[src/rtl/sr_drv_pkg.sv]
// Shared types and default timing for the gated SR latch driver.
// State encoding is fixed so it can be probed and decoded on a bench or logic analyser.
package sr_drv_pkg;

  typedef enum logic [2:0] {
    IDLE  = 3'd0,
    SETUP = 3'd1,
    PULSE = 3'd2,
    HOLD  = 3'd3,
    CHECK = 3'd4
  } state_e;

  localparam int unsigned DEF_PULSE_CYCLES  = 2;
  localparam int unsigned DEF_SETTLE_CYCLES = 1;
  localparam int unsigned DEF_CNT_W         = 4;

endpackage

[src/rtl/sr_drv_timer.sv]
// Loadable down-counter used to time each driver phase.
// tc is high while the count is zero; a load takes priority over counting.
module sr_drv_timer #(
  parameter int unsigned CNT_W = 4
) (
  input  logic             clk,
  input  logic             rst,
  input  logic             load,
  input  logic [CNT_W-1:0] load_val,
  output logic             tc
);

  logic [CNT_W-1:0] cnt_q, cnt_d;

  // NOTE: every combinational output gets its default first, so no path leaves it unassigned and no latch is inferred.
  always_comb begin
    cnt_d = cnt_q;
    if (load) begin
      cnt_d = load_val;
    end else if (cnt_q != '0) begin
      cnt_d = cnt_q - CNT_W'(1);
    end
  end

  // NOTE: state registers use non-blocking assignments so all flops update together from pre-edge values.
  always_ff @(posedge clk or posedge rst) begin
    if (rst) begin
      cnt_q <= '0;
    end else begin
      cnt_q <= cnt_d;
    end
  end

  assign tc = (cnt_q == '0);

endmodule

[src/rtl/sr_latch_driver.sv]
// Drives En/S/R of a gated SR latch with setup/pulse/hold phasing and verifies Q afterwards.
// All outputs are registered; Q is only looked at in CHECK, after HOLD has let the latch settle.
module sr_latch_driver
  import sr_drv_pkg::*;
#(
  parameter int unsigned PULSE_CYCLES  = DEF_PULSE_CYCLES,
  parameter int unsigned SETTLE_CYCLES = DEF_SETTLE_CYCLES,
  parameter int unsigned CNT_W         = DEF_CNT_W
) (
  input  logic Clk,
  input  logic Rst,
  input  logic SetReq,
  input  logic ClrReq,
  input  logic Q,
  output logic En,
  output logic S,
  output logic R,
  output logic Busy,
  output logic Done,
  output logic Err
);

  localparam logic [CNT_W-1:0] PULSE_LD  = CNT_W'(PULSE_CYCLES - 1);
  localparam logic [CNT_W-1:0] SETTLE_LD = CNT_W'(SETTLE_CYCLES - 1);

  state_e state_q, state_d;
  logic   en_q, en_d;
  logic   s_q, s_d;
  logic   r_q, r_d;
  logic   busy_q, busy_d;
  logic   done_q, done_d;
  logic   err_q, err_d;
  logic   target_q, target_d;

  logic             tmr_load;
  logic [CNT_W-1:0] tmr_val;
  logic             tmr_tc;

  sr_drv_timer #(.CNT_W(CNT_W)) u_timer (
    .clk      (Clk),
    .rst      (Rst),
    .load     (tmr_load),
    .load_val (tmr_val),
    .tc       (tmr_tc)
  );

  always_comb begin
    state_d  = state_q;
    en_d     = en_q;
    s_d      = s_q;
    r_d      = r_q;
    busy_d   = busy_q;
    done_d   = 1'b0;
    err_d    = 1'b0;
    target_d = target_q;
    tmr_load = 1'b0;
    tmr_val  = '0;

    unique case (state_q)
      IDLE: begin
        if (SetReq && ClrReq) begin
          err_d = 1'b1;
        end else if (SetReq || ClrReq) begin
          target_d = SetReq;
          s_d      = SetReq;
          r_d      = ClrReq;
          busy_d   = 1'b1;
          state_d  = SETUP;
          tmr_load = 1'b1;
          tmr_val  = SETTLE_LD;
        end
      end
      SETUP: begin
        if (tmr_tc) begin
          en_d     = 1'b1;
          state_d  = PULSE;
          tmr_load = 1'b1;
          tmr_val  = PULSE_LD;
        end
      end
      PULSE: begin
        if (tmr_tc) begin
          en_d     = 1'b0;
          state_d  = HOLD;
          tmr_load = 1'b1;
          tmr_val  = SETTLE_LD;
        end
      end
      HOLD: begin
        if (tmr_tc) begin
          s_d      = 1'b0;
          r_d      = 1'b0;
          state_d  = CHECK;
          tmr_load = 1'b1;
        end
      end
      CHECK: begin
        done_d  = (Q == target_q);
        err_d   = (Q != target_q);
        busy_d  = 1'b0;
        state_d = IDLE;
      end
      default: begin
        en_d    = 1'b0;
        s_d     = 1'b0;
        r_d     = 1'b0;
        busy_d  = 1'b0;
        state_d = IDLE;
      end
    endcase
  end

  // Asynchronous reset drops En/S/R immediately; the latch retains its old value.
  always_ff @(posedge Clk or posedge Rst) begin
    if (Rst) begin
      state_q  <= IDLE;
      en_q     <= 1'b0;
      s_q      <= 1'b0;
      r_q      <= 1'b0;
      busy_q   <= 1'b0;
      done_q   <= 1'b0;
      err_q    <= 1'b0;
      target_q <= 1'b0;
    end else begin
      state_q  <= state_d;
      en_q     <= en_d;
      s_q      <= s_d;
      r_q      <= r_d;
      busy_q   <= busy_d;
      done_q   <= done_d;
      err_q    <= err_d;
      target_q <= target_d;
    end
  end

  assign En   = en_q;
  assign S    = s_q;
  assign R    = r_q;
  assign Busy = busy_q;
  assign Done = done_q;
  assign Err  = err_q;

endmodule
[config.mk]
export PLATFORM = sky130hd
export DESIGN_NAME = sr_latch_driver
export DESIGN_NICKNAME = d
export VERILOG_FILES = /design/src/rtl/sr_drv_pkg.sv /design/src/rtl/sr_drv_timer.sv /design/src/rtl/sr_latch_driver.sv
export SDC_FILE = /design/constraint.sdc
export NUM_CORES = 1
export LEC_CHECK = 0
export ABC_AREA = 1
export CORE_ASPECT_RATIO = 0.75
export CORE_MARGIN = 8
export CORE_UTILIZATION = 30
export DETAILED_ROUTE_END_ITERATION = 7
export HOLD_SLACK_MARGIN = 0.03
export MAX_ROUTING_LAYER = met4
export PLACE_DENSITY = 0.5
export SETUP_SLACK_MARGIN = 0.4
export SLEW_MARGIN = 20
export SYNTH_ARGS = -nofsm -noshare
export SYNTH_HDL_FRONTEND = slang
export SYNTH_HIERARCHICAL = 1
export SYNTH_SLANG_ARGS = --single-unit
[constraint.sdc]
create_clock -name Clk -period 3.9 [get_ports Clk]
set_input_delay 0.585 -clock Clk [delete_from_list [all_inputs] [get_ports Clk]]
set_output_delay 0.585 -clock Clk [all_outputs]
set_load 0.005 [all_outputs]
After elaboration in Yosys (flattened, before gate mapping)
Cells that the tools add are included.

operators by class
  $add $sub $neg = 1
  equal/unequal tests = 11
  multiplexer cells = 29
  bitwise gates (word level) = 4
  reductions and logical operators = 14

operators with widths
  operator                                                            count
  1-bit 2-to-1 mux                                                    15
  3-bit 2-to-1 mux                                                    5
  3-bit one-hot mux with 4 select lines                               1
  2-bit inequality test, second input constant                        5
  1-bit one-hot mux with 3 select lines                               3
  3-bit AND reduction                                                 3
  3-bit OR reduction                                                  3
  4-bit 2-to-1 mux                                                    2
  3-bit by 2-bit == test with 1-bit output, second input constant     2
  1-bit one-hot mux with 2 select lines                               3
  5-bit AND reduction                                                 1
  4-bit zero test                                                     1
  1-bit NOT                                                           4
  4-bit AND reduction                                                 1
  4-bit nonzero test                                                  1
  4-bit by 1-bit subtractor with 4-bit output, second input constant  1
  3-bit by 1-bit == test with 1-bit output, second input constant     1
  3-bit == test, second input constant                                1
  3-bit zero test                                                     1
  2-bit nonzero test                                                  1
  1-bit == test                                                       1
  1-bit logical AND                                                   1
  1-bit logical OR                                                    1
  1-bit inequality test                                               1

storage, ports and cells
  register bits after elaboration = 14
  input port bits = 5
  output and inout port bits = 6
  word-level logic and storage cells = 68

Logic depth before layout (Yosys ltp)
Gate-level depths: netlist of run 1.

  depth in word-level cells = 5
  mapped depth = 11
  mapped depth without buffers = 11

Modules after synthesis
The synthesis of run 1 kept the hierarchy.

by module, submodules not included
  module           times used  cells an instance  area each (um^2)  seq. area each (um^2)
  sr_latch_driver  1           74                 569.3             250.2
  sr_drv_timer     1           38                 259.0             100.1

Least setup slack after synthesis of run 1
No wires, ideal clock.

  kind = input -> register
  start point = input ClrReq
  end point = register u_timer.cnt_q[1]
  library setup time = 0.117 ns
  arrival = 1.576 ns
  data required time = 3.783 ns
  path slack = 2.207 ns
  stages on the path = 7
  path buffers = 0
  cell sequence = inv_1 ha_1 nor3_1 nor2_1 o21ai_0 nand2_1 nand2_1

on the way
  longest elaborated chain between the ends = 5
  elaborated cells between the ends (all ways) = 7
  those cells by class = 4 x mux; 3 x reduce/logical

RTL lines
  item                                                    line                   RTL
  start, declared                                         sr_latch_driver.sv:13  input logic ClrReq,
  1-bit logical OR                                        sr_latch_driver.sv:63  end else if (SetReq || ClrReq) begin
  1-bit 2-to-1 mux                                        sr_latch_driver.sv:63
  1-bit 2-to-1 mux *                                      sr_latch_driver.sv:61  if (SetReq && ClrReq) begin
  1-bit one-hot mux with 2 select lines *                 sr_latch_driver.sv:59  unique case (state_q)
  via tmr_load                                            sr_latch_driver.sv:35  logic tmr_load;
  4-bit 2-to-1 mux or 2-bit nonzero test (tied branches)  n/a
  end signal, assigned                                    sr_drv_timer.sv:30     cnt_q <= cnt_d;
  end, declared                                           sr_drv_timer.sv:13     logic [CNT_W-1:0] cnt_q, cnt_d;

Mark *: on every way through the listed nets, which the timed path passes. The rest lies on a longest branch.
A chain may end at the register's enable or synchronous reset.

Worst setup path in the final report of run 1
  start point = input SetReq
  end point = register u_timer.cnt_q[1]

on the way
  longest elaborated chain between the ends = 5
  elaborated cells between the ends (all ways) = 7
  those cells by class = 4 x mux; 3 x reduce/logical

RTL lines
  item                                                    line                   RTL
  start, declared                                         sr_latch_driver.sv:12  input logic SetReq,
  1-bit logical OR                                        sr_latch_driver.sv:63
  1-bit 2-to-1 mux                                        sr_latch_driver.sv:63
  1-bit 2-to-1 mux *                                      sr_latch_driver.sv:61
  1-bit one-hot mux with 2 select lines *                 sr_latch_driver.sv:59
  via tmr_load                                            sr_latch_driver.sv:35
  4-bit 2-to-1 mux or 2-bit nonzero test (tied branches)  n/a

Marks and branches as above.

==> results of run 1 <==
-- worst min-delay path, cell delays in order, from the launching register on --
cell and delay, ns:
dfrtp_1 0.35, nand2_1 0.05, nand2_1 0.05
-- cell families after synthesis --
| family | after synthesis |
|---|---|
| buf+inv | 22 |
| other cells | 1 |
| simple gates | 61 |
| xor+xnor | 2 |
| compound gates | 9 |
| flops | 14 |
| fa+ha+maj | 3 |
-- Yosys cell counts (2+ instances only) --
library cell and count:
nand2_1 33, inv_1 17, dfrtp_1 14, nor2_1 10
nand3_1 6, o21ai_0 5, ha_1 3, inv_2 3
nand2_2 3, nor2_2 3, a21oi_1 2, nor2_4 2
nor3_1 2, xnor2_1 2
-- registers in the layout, indices dropped and copies added, names as in the netlist --
name / flops
state_q: 3
u_timer/cnt_q: 4
Busy: 1
Done: 1
En: 1
target_q: 1
Err: 1
S: 1
R: 1
-- routing by layer --
layer,vias up,share of wire (%),wire [um],GRT usage (%)
li1,364,-,-,-
met1,290,52,869,10.6
met2,13,40,670,11.0
met3,2,6.9,115,3.50
met4,0,0.54,9,1.63
met5,-,0,0,-
-- power by group through the flow --
stage / Combinational, uW / Clock, uW / Sequential, uW
after floorplan: 296 / 0 / 229
after global placement: 354 / 0 / 248
after detailed placement: 358 / 0 / 251
after CTS: 359 / 145 / 248
after global routing: 414 / 152 / 257
final: 355 / 141 / 248
-- stage by stage --
stage	setup WS, ns	total power [uW]
3_3_place_gp	1.59	602
6_report	1.79	744
5_1_grt	1.65	823
3_5_place_dp	1.53	609
2_1_floorplan	2.21	525
4_1_cts	1.79	753
-- layout make-up --
class / instances / area (sq um)
Fill cell: 265 / 1610
Timing Repair Buffer: 10 / 100
Tap cell: 36 / 45.0
Clock buffer: 4 / 55.1
Inverter: 20 / 75.1
Sequential cell: 14 / 350
Multi-Input combinational cell: 78 / 392
-- final timing paths --
kind | from | end | slack (ns) | cells past startpoint
worst max-delay path | SetReq | u_timer/cnt_q[1] | 1.79 | 8
worst min-delay path | En | En | 0.48 | 2
worst max register to register | u_timer/cnt_q[0] | u_timer/cnt_q[1] | 2.00 | 9
worst min register to register | En | En | 0.48 | 2
max in group asynchronous | Rst | S | 2.94 | 2
min in group asynchronous | Rst | u_timer/cnt_q[1] | 0.56 | 2
==> out/summary.txt, run 1 <==
Status: finished clean
Remaining antenna violation count: 0
Post-synth ARST share: 100%
Synth Area in XOR/XNOR: 2.11%
Req. time, crit path: 4.04 ns
Worst path max stage delay: 0.50 ns
Initial antenna violation count: 0
Post-synth EDFFs: 0
WL/cell: 10.3 um
Sw Pwr: 313 uW
DR vias: 669
Die area: 0.00472 sq mm
Routed WL: 1660 um
Vias in the first global route: 630
Critical Path Fanout Max: 8
Largest family of logic cells by synthesized area: simple AND/OR/NAND/NOR gates
Area leader, netlist: dfrtp_1
Post-CTS Setup Bufs: 0
First-pass GRT wire length: 2880 um
HP Class: flip-flop to flip-flop
Crit-path slowest cell: clkdlybuf4s50_1
Syn Inst Count: 112
FP Rows: 16
Crit-path cells: clkdlybuf4s50_1, inv_1, ha_1, nor3_1, nor2_1, o21ai_0, nand2_1, nand2_1
Num CTS Buffers: 3
Crit start category: input pin
Root buffer cell: clkbuf_8
Count of cell types in the netlist: 21
Largest delay contributor family on the critical path: simple AND/OR/NAND/NOR gates
Worst IR drop on VDD: 0.000305 V
IO buf count: 10
Initial detailed-routing violation count: 28
Largest net degree at the start of global routing: 11
Setup tns final: 0 ns
Clock network fraction of design power: 19.0%
Switch share: 42.1%
Final setup fails: 0
Longest Clk Path Bufs: 2
Clk sink count: 14
Commonest non-fill, non-tap cell in the layout: nand2_1
Final net count: 135
Crit end category: flip-flop
TritonCTS clock tree: built
Number of diodes: 0
Inst Count DP: 158
Detailed Routing Iterations Pass 1: 4
Tmin final: 2.11 ns
Final Skew: 0.00399 ns
Hold-fix buffers, CTS: 0
DR DRC count: 0
Boundary pin count: 11
Synth Area in Compound Gates: 5.74%
Post-Syn Area: 828 sq um
Sequential power share: 33.3%
Count of final max-slew check failures: 0
CP bufs+invs: 2
Register area share after synthesis: 42.3%
Max Freq: 474 MHz
Initial Util: 31.6%
Period utilisation layout: 54.0%
RD Place Congestion: 0.781
Power Density: 731 mW/mm^2
Static Leak: 0.000534 uW
Die H: 61.5 um
DP Area: 962 sq um
DIE WIDTH: 76.7 um
Syn Area/Cell: 7.40 sq um
Fin cells: 162
Area share of the largest cell type after synthesis: 42.3%
Vias per cell: 4.13
Commonest non-fill, non-tap cells in the layout: nand2_1 (33), inv_1 (17), dfrtp_1 (14)
Synth Area in Adders: 4.53%
Worst hold slack: 0.476 ns
Final Hold Fails: 0
Global Route Usage Sum: 8.03%
Yosys warns: 6
Ratio of cells with drive above 1 in the final layout: 12.7%
Top cell by count, worst path: nand2_1
Synth area leaders: dfrtp_1 (42%), nand2_1 (15%), inv_1 (7.7%), ha_1 (4.5%), nor2_1 (4.5%)
Int Pwr: 431 uW
GRT overflow: 0
CTS resizes: 0
Multiplexer area fraction after synthesis: 0%
RSZ-0062 raised after global routing: no
Arr. time, crit path: 2.24 ns
Clk Latency, worst-skew pair: 0.24 ns
Htree depth: 1
Crit Path Class: input pin to flip-flop
Combinational share of power: 47.7%
DP HPWL: 1330 um
CORE AREA: 0.00262 sq mm
Cell area after layout: 0.00102 sq mm
Slew headroom: 63.0%
Post-Synth Simple-Gate Area: 33.5%
Post-synth top flop: dfrtp_1
Max cap viols: 0
Post-route core utilization: 38.8%
CTS clk-pin slew, worst paths: 0.06 ns
Post-synthesis sequential element count: 14
Worst Tran Pin Value: 0.552 ns
P&R area growth vs syn: 22.8%
(Power assumes the default switching activity.)
==> inputs of run 2 (changes only) <==
- clock period: 3.9 -> 2.1 ns (I/O delays scaled with it)
==> run 2 against run 1 <==
Final area is 4.8% higher. Sequential share of layout area is 1.6 points lower. Combinational power is 110% higher.
==> out/summary.txt, run 2 (synthesis gave the netlist of run 1 again) <==
Htree depth: 1 (unchanged)
Register area: 350 sq um (unchanged)
DR DRC count: 0 (unchanged)
Longest Clk Path Bufs: 2 (unchanged)
Global Route Usage Sum: 8.05% (was 8.03%)
Largest net degree at the start of global routing: 11 (unchanged)
Worst IR drop on VDD: 0.000772 V (was 0.000305 V)
DIE WIDTH: 76.7 um (unchanged)
Power Density: 1390 mW/mm^2 (was 731 mW/mm^2)
Crit start category: input pin (unchanged)
WL/cell: 10.5 um (was 10.3 um)
Period utilisation layout: 74.4%
Worst path max stage delay: 0.47 ns (was 0.50 ns)
DP HPWL: 1310 um (was 1330 um)
Final setup fails: 0 (unchanged)
Commonest non-fill, non-tap cell in the layout: nand2_1 (unchanged)
Initial detailed-routing violation count: 30 (was 28)
Die area: 0.00472 sq mm (unchanged)
CTS clk-pin slew, worst paths: 0.06 ns (about the same)
Worst hold slack: 0.282 ns (was 0.476 ns)
Number of diodes: 0 (unchanged)
Final net count: 139 (was 135)
Post-route core utilization: 40.6% (was 38.8%)
Register bank with the most flops: u_timer/cnt_q (unchanged)
Critical Path Fanout Max: 8 (unchanged)
GRT overflow: 0 (unchanged)
Regs by FF count: u_timer/cnt_q: 4 flops, state_q: 3 flops (unchanged)
RD Place Congestion: 0.829 (was 0.781)
Crit-path cells: clkdlybuf4s50_1, inv_1, ha_1, nor3_2, nor2_2, buf_4, nor2_4, inv_2, nand2_1, nand2_1 (was clkdlybuf4s50_1, inv_1, ha_1, nor3_1, nor2_1, o21ai_0, nand2_1, nand2_1)
First-pass GRT wire length: 2890 um (was 2880 um)
RSZ-0062 raised after global routing: no (unchanged)
Max reg flops: 4 (unchanged)
Setup tns final: 0 ns (unchanged)
HP Class: input pin to asynchronous set/reset pin (was flip-flop to flip-flop)
Static Leak: 0.000565 uW (was 0.000534 uW)
Critical R2R Capture: u_timer/cnt_q[3] (was u_timer/cnt_q[1])
Die H: 61.5 um (unchanged)
Boundary pin count: 11 (unchanged)
R2R setup slack: 0.54 ns (was 2.00 ns)
Root buffer cell: clkbuf_8 (unchanged)
Vias in the first global route: 608 (was 630)
Fillers: 273 (was 265)
IO buf count: 10 (unchanged)
R2R Path Start: u_timer/cnt_q[0] (unchanged)
Clock network fraction of design power: 18.3% (was 19.0%)
Int Pwr: 864 uW (was 431 uW)
Crit-path slowest cell: clkdlybuf4s50_1 (unchanged)
Crit Path Class: input pin to flip-flop (unchanged)
Routed WL: 1750 um (was 1660 um)
FP Rows: 16 (unchanged)
Clk sink count: 14 (unchanged)
Ratio of cells with drive above 1 in the final layout: 18.5% (was 12.7%)
Num CTS Buffers: 3 (unchanged)
Multi-input gate area: 408 sq um (was 392 sq um)
Worst Setup Slack, final: 0.538 ns (was 1.79 ns)
Max cap viols: 0 (unchanged)
Switch share: 41.8% (was 42.1%)
Crit end category: flip-flop (unchanged)
Combinational share of power: 50.9% (was 47.7%)
Count of final max-slew check failures: 0 (unchanged)
Vias per cell: 4.06 (was 4.13)
Cell area after layout: 0.00107 sq mm (was 0.00102 sq mm)
Max Freq: 640 MHz
Detailed Routing Iterations Pass 1: 4 (unchanged)
Final Skew: 0.00395 ns (was 0.00399 ns)
CORE AREA: 0.00262 sq mm (unchanged)
DR vias: 674 (was 669)
Tmin final: 1.56 ns
Top cell by count, worst path: nand2_1 (unchanged)
P&R area growth vs syn: 28.7% (was 22.8%)
Initial antenna violation count: 0 (unchanged)
Worst Setup SP: ClrReq (was SetReq)
Final Hold Fails: 0 (unchanged)
Req. time, crit path: 2.24 ns (was 4.04 ns)
TritonCTS clock tree: built (unchanged)
R2R cell count: 12 (was 9)
Arr. time, crit path: 1.70 ns (was 2.24 ns)
Pre-CTS setup slack: 0.00779 ns (was 1.53 ns)
Status: finished clean (unchanged)
Remaining antenna violation count: 0 (unchanged)
Sw Pwr: 621 uW (was 313 uW)
Clk Latency, worst-skew pair: 0.25 ns (was 0.24 ns)
DP Area: 962 sq um (unchanged)
Commonest non-fill, non-tap cells in the layout: nand2_1 (33), inv_1 (16), dfrtp_1 (14) (was nand2_1 (33), inv_1 (17), dfrtp_1 (14))
Sequential power share: 30.8% (was 33.3%)
Initial Util: 31.6% (unchanged)
## run 2: changes by cell type in the layout (fill, tap and decap cells not counted), sizes merged
cell	before	now
dlymetal6s2s	0	1
buf	0	4
clkdlybuf4s50	10	9
## run 2: power by group through the flow
stage	clock network, uW	registers (uW)	logic (uW)
finish	272	457	756
global route	289	475	859
CTS	279	462	700
detailed placement	0	463	665
global placement	0	462	659
floorplan	0	424	550
## run 2: layout make-up
type	instances	area share [%]
well taps	36	4.23
inverters	20	7.04
flip-flops and latches	14	32.9
repair buffers	14	12.4
clock buffers	4	5.16
multi-input cells	78	38.3
## run 2: metal layers
layer	up-vias	wire [um]	global-route usage [%]
met5	-	0	-
met4	0	10	2.45
met3	2	77	3.35
met2	12	731	10.6
met1	290	926	10.7
li1	370	-	-
## run 2: worst max path at each step
stage	slack (ns)	endpoint	cells after the start
floorplan	0.41	u_timer/cnt_q[1]	9
global placement	0.06	u_timer/cnt_q[1]	8
detailed placement	0.008	u_timer/cnt_q[1]	8
CTS	0.43	u_timer/cnt_q[1]	11
global route	0.41	u_timer/cnt_q[0]	9
finish	0.54	u_timer/cnt_q[1]	10
## run 2: critical path: cells and delay by family
family / cells / cell delay [ns]
and+or+nand+nor: 5 / 0.37
buffers and inverters: 4 / 0.73
adders and majority gates: 1 / 0.28
## run 2: repair_timing
action	4_1_cts	5_1_grt
hold buffers	0	0
setup buffers	1	3
resized for setup	3	4
setup endpoints to repair	4	7
pin swaps	1	3
## run 2: metrics by stage
stage / instances / power, uW
6_report: 166 / 1490
5_1_grt: 166 / 1620
4_1_cts: 163 / 1440
3_3_place_gp: 158 / 1120
3_5_place_dp: 158 / 1130
2_1_floorplan: 114 / 974
